==> config.mk <==
export PLATFORM = sky130hd
export DESIGN_NAME = serial_addsub_acc
export DESIGN_NICKNAME = d
export VERILOG_FILES = /design/src/rtl/serial_addsub_acc.sv
export SDC_FILE = /design/constraint.sdc
export NUM_CORES = 1
export LEC_CHECK = 0
export ABC_AREA = 1
export CAP_MARGIN = 20
export CORE_MARGIN = 4
export CORE_UTILIZATION = 56
export CTS_CLUSTER_SIZE = 28
export DETAILED_ROUTE_END_ITERATION = 8
export PLACE_DENSITY_LB_ADDON = 0.08
export SYNTH_ARGS = -nofsm -noshare
export SYNTH_HDL_FRONTEND = slang
export SYNTH_SLANG_ARGS = --single-unit
==> constraint.sdc <==
create_clock -name clk -period 5.1 [get_ports clk]
set_input_delay 1.53 -clock clk [delete_from_list [all_inputs] [get_ports clk]]
set_output_delay 1.53 -clock clk [all_outputs]
set_load 0.005 [all_outputs]
==> src/rtl/serial_addsub_acc.sv <==
// serial_addsub_acc: digit-serial add/sub/saturate/accumulate with valid/ready handshake
module serial_addsub_acc #(
  parameter int WIDTH = 6,
  parameter int DIGIT = 2
) (
  input  logic             clk,
  input  logic             rst,
  input  logic             in_valid,
  output logic             in_ready,
  input  logic [WIDTH-1:0] in_a,
  input  logic [WIDTH-1:0] in_b,
  input  logic             in_cin,
  input  logic [1:0]       in_mode,
  input  logic             in_acc_clr,
  output logic             out_valid,
  input  logic             out_ready,
  output logic [WIDTH-1:0] out_sum,
  output logic             out_cout,
  output logic             out_ovf
);
  localparam int NSTEP = WIDTH / DIGIT;
  localparam int CW = NSTEP > 1 ? $clog2(NSTEP) : 1;
  localparam logic [1:0] M_SUB = 2'b01;
  localparam logic [1:0] M_ACC = 2'b10;
  localparam logic [1:0] M_SAT = 2'b11;

  if (WIDTH < 2 || WIDTH % DIGIT != 0) begin : g_bad_params
    $error("serial_addsub_acc: WIDTH must be >= 2 and a multiple of DIGIT");
  end

  typedef enum logic [1:0] {IDLE, RUN, DONE} state_t;

  state_t           state_q, state_d;
  logic [WIDTH-1:0] x_q, x_d, y_q, y_d, res_q, res_d, sum_q, sum_d, acc_q, acc_d;
  logic [CW-1:0]    cnt_q, cnt_d;
  logic             carry_q, carry_d, sat_q, sat_d, cout_q, cout_d, ovf_q, ovf_d;
  logic [DIGIT-1:0] dsum;
  logic             dcarry;
  logic [WIDTH-1:0] raw;

  assign in_ready  = (state_q == IDLE) && !rst;
  assign out_valid = (state_q == DONE);
  assign out_sum   = sum_q;
  assign out_cout  = cout_q;
  assign out_ovf   = ovf_q;

  // one digit of the sum plus the full raw result as it would stand after this step
  always_comb begin
    {dcarry, dsum} = {1'b0, x_q[cnt_q*DIGIT +: DIGIT]} + {1'b0, y_q[cnt_q*DIGIT +: DIGIT]}
                     + (DIGIT+1)'(carry_q);
    raw = res_q;
    raw[cnt_q*DIGIT +: DIGIT] = dsum;
  end

  // handshake FSM: capture operands on accept, step digits, publish flags on the last step
  always_comb begin
    state_d = state_q;
    x_d     = x_q;
    y_d     = y_q;
    res_d   = res_q;
    sum_d   = sum_q;
    acc_d   = acc_q;
    cnt_d   = cnt_q;
    carry_d = carry_q;
    sat_d   = sat_q;
    cout_d  = cout_q;
    ovf_d   = ovf_q;
    case (state_q)
      IDLE: if (in_valid) begin
        state_d = RUN;
        x_d     = in_mode == M_ACC ? (in_acc_clr ? '0 : acc_q) : in_a;
        y_d     = in_mode == M_SUB ? ~in_b : in_b;
        carry_d = in_mode == M_SUB ? ~in_cin : in_cin;
        sat_d   = in_mode == M_SAT;
        cnt_d   = '0;
      end
      RUN: begin
        res_d   = raw;
        carry_d = dcarry;
        cnt_d   = cnt_q + CW'(1);
        if (cnt_q == CW'(NSTEP-1)) begin
          state_d = DONE;
          sum_d   = sat_q && dcarry ? '1 : raw;
          acc_d   = sat_q && dcarry ? '1 : raw;
          cout_d  = dcarry;
          ovf_d   = sat_q ? dcarry : (x_q[WIDTH-1] == y_q[WIDTH-1]) && (raw[WIDTH-1] != x_q[WIDTH-1]);
        end
      end
      DONE: if (out_ready) state_d = IDLE;
      default: state_d = IDLE;
    endcase
  end

  // state and datapath registers, cleared by synchronous reset
  always_ff @(posedge clk) begin
    if (rst) begin
      state_q <= IDLE;
      x_q     <= '0;
      y_q     <= '0;
      res_q   <= '0;
      sum_q   <= '0;
      acc_q   <= '0;
      cnt_q   <= '0;
      carry_q <= 1'b0;
      sat_q   <= 1'b0;
      cout_q  <= 1'b0;
      ovf_q   <= 1'b0;
    end else begin
      state_q <= state_d;
      x_q     <= x_d;
      y_q     <= y_d;
      res_q   <= res_d;
      sum_q   <= sum_d;
      acc_q   <= acc_d;
      cnt_q   <= cnt_d;
      carry_q <= carry_d;
      sat_q   <= sat_d;
      cout_q  <= cout_d;
      ovf_q   <= ovf_d;
    end
  end
endmodule

==> flow_summary.json <==
{
  "p_leak_nw": 0.9084,
  "drive_gt1_frac": 0.07480,
  "placed_cell_area_um2": 1996,
  "drt_pass1_iterations": 4,
  "die_h_um": 63.09,
  "fin_total_pwr_w": 0.0005592,
  "grt_use_met2": 0.2819,
  "arrival_ns": 2.63,
  "maxCapViolations": 0,
  "clock-skew-final_ns": 0.005896,
  "ant_nets": 0,
  "met1_usage": 0.2500,
  "antenna_cells": 0,
  "tightest_slew_ns": 0.4941,
  "relSlewSlack": 0.6702,
  "worstPathRequired_ns": 3.57,
  "rows": 19,
  "grt_pass1_vias": 1325,
  "hold_buffers": 0,
  "synth_edf_count": 0,
  "io_pins": 30,
  "max-vdd-ir-drop_uv": 174.5,
  "drt_first_iter_violations": 87,
  "powerDensity_nw_per_um2": 272.2,
  "fin_crit_sh": 0.8166,
  "reg2reg_slack_ns": 2.33,
  "final_util": 0.7262,
  "vias": 1511,
  "syn-num-nets": 249,
  "coreArea_um2": 2829,
  "drc": 0,
  "path_max_fanout": 2,
  "path_class": "in2out",
  "cts.repair.resized": 0,
  "critPathCaptureType": "output port",
  "gr-max-usage-layer": "met2",
  "root_buffer": "clkbuf_4",
  "final_hold_viol_count": 0,
  "synth_ff_type": "dfxtp_1",
  "clk_pin_slew_ns": 0.09,
  "setup_tns_ns": 0,
  "worst_hold_path_type": "reg2reg",
  "cts_buffers": 5,
  "fin_crit_ns": 4.165,
  "synth.avg_cell_area_um2": 7.654,
  "die_x_um": 63.09,
  "postSynthCellCount": 222,
  "use_met3": 0.05329,
  "slew_violations": 0,
  "clock_sinks": 32,
  "grt_use_total": 0.1889,
  "grt_max_degree": 21,
  "design_area_um2": 2054,
  "port_buffers": 29,
  "rsz0062_at_grt": "no",
  "post_cts_buffers": 0,
  "dieArea_um2": 3980,
  "cts_tree": "yes",
  "dp_hpwl_um": 2613,
  "status": "completed",
  "yosysUniqueCellTypes": 30,
  "wl_um": 3505,
  "syn_area_um2": 1699,
  "max_freq_mhz": 240.1,
  "grt_pass1_wl_um": 5906,
  "synth_seq_cells": 32,
  "fin_nets": 280,
  "grt.overflow.total": 0,
  "wire_per_inst_um": 12.30,
  "grt_antenna_before_repair": 0,
  "place_congestion": 0.8776,
  "yosys_warnings": 0,
  "vias_per_cell": 5.302,
  "final-setup-viol-count": 0,
  "start_util": 0.6006,
  "htreeDepth": 2,
  "area_delta_synth_final_pct": 20.91,
  "clock_latency_ns": 0.34,
  "start_kind": "input port",
  "cts_buffer_depth": 2,
  "seq_area_frac_synth": 0.3770,
  "async_reset_ff_frac": 0
}
placed cells by master (no fill, tap or decap), drive strengths merged:
| master | Yosys | final |
|---|---|---|
| nand4 | 1 | 1 |
| o21ai | 33 | 33 |
| ha | 5 | 5 |
| clkdlybuf4s50 | 0 | 29 |
| o22ai | 5 | 5 |
| xnor2 | 1 | 1 |
| xor2 | 6 | 6 |
| a31oi | 1 | 1 |
| o21a | 6 | 6 |
| nor2 | 13 | 13 |
| a21oi | 32 | 32 |
| nand3 | 13 | 13 |
| fa | 2 | 2 |
| clkbuf | 2 | 8 |
| o21bai | 1 | 1 |
| a211oi | 2 | 2 |
| buf | 4 | 1 |
| dfxtp | 32 | 32 |
| nand2 | 20 | 20 |
| inv | 42 | 42 |
| clkinv | 1 | 1 |
per-stage QoR:
step	hold slack, ns	cells	setup WS, ns
final	0.4714	285	0.9354
after global routing	0.5017	285	0.8726
after CTS	0.4738	285	0.9229
after detailed placement	0.4566	277	0.9374
after global placement	0.4569	277	0.9687
after floorplan	0.4513	222	1.658
flip-flops by register name (all words and copies together), names as in the netlist:
name and cells:
cnt_q 2, acc_q 6, x_q 6, sat_q 1, out_cout 1, y_q 6, carry_q 1, state_q 2
res_q 6, out_ovf 1
cell usage after synthesis (all sizes together) (2+ instances only):
cell	n	area [µm²]
o22ai	5	31.28
xor2	6	52.55
ha	5	62.56
nor2	13	80.08
fa	2	40.04
o21ai	33	165.2
a211oi	2	20.02
buf	4	32.53
o21a	6	45.04
inv	42	160.2
a21oi	32	160.2
nand3	13	77.58
clkbuf	2	7.510
nand2	20	85.08
dfxtp	32	640.6
path summary, 6_finish.rpt:
kind,from,end,depth (start not counted)
hold reg to reg,out_cout$_SDFFE_PP0P_,out_cout$_SDFFE_PP0P_,2
setup / recovery,rst,in_ready,3
hold / removal,out_cout$_SDFFE_PP0P_,out_cout$_SDFFE_PP0P_,2
setup reg to reg,cnt_q[0]$_SDFFE_PP0P_,out_ovf$_SDFFE_PP0P_,12
layer usage:
layer	vias up	wire length, µm
li1	791	-
met1	672	1724
met2	41	1508
met3	7	206
met4	0	66
met5	-	0
kinds of logic after synthesis:
kind of cell,after synthesis,synth area share
buffers and inverters,49,0.1200
xor gates and xnor gates,7,0.03608
DFF,32,0.3770
AOI/OAI and AO/OA,80,0.2599
adders and majority gates,7,0.06038
and+or+nand+nor,47,0.1465
power by group:
group	total [W]	switching (W)	internal, W
Sequential	0.000278	0.0000105	0.000267
Combinational	0.000128	0.0000741	0.0000543
Clock	0.000153	0.0000848	0.0000680
Total	0.000559	0.000169	0.000390
critical path, cell delays in order:
cell and delay [ns]:
clkdlybuf4s50_1 0.46, nor2_1 0.14, clkdlybuf4s50_1 0.51
final cells by class:
class	count	area, µm²
Clock buffer	8	58.81
Fill cell	244	774.5
Inverter	43	163.9
Multi-Input combinational cell	141	854.6
Sequential cell	32	640.6
Tap cell	31	38.79
Timing Repair Buffer	30	297.8
No activity file was read; power rests on OpenSTA's default activity.
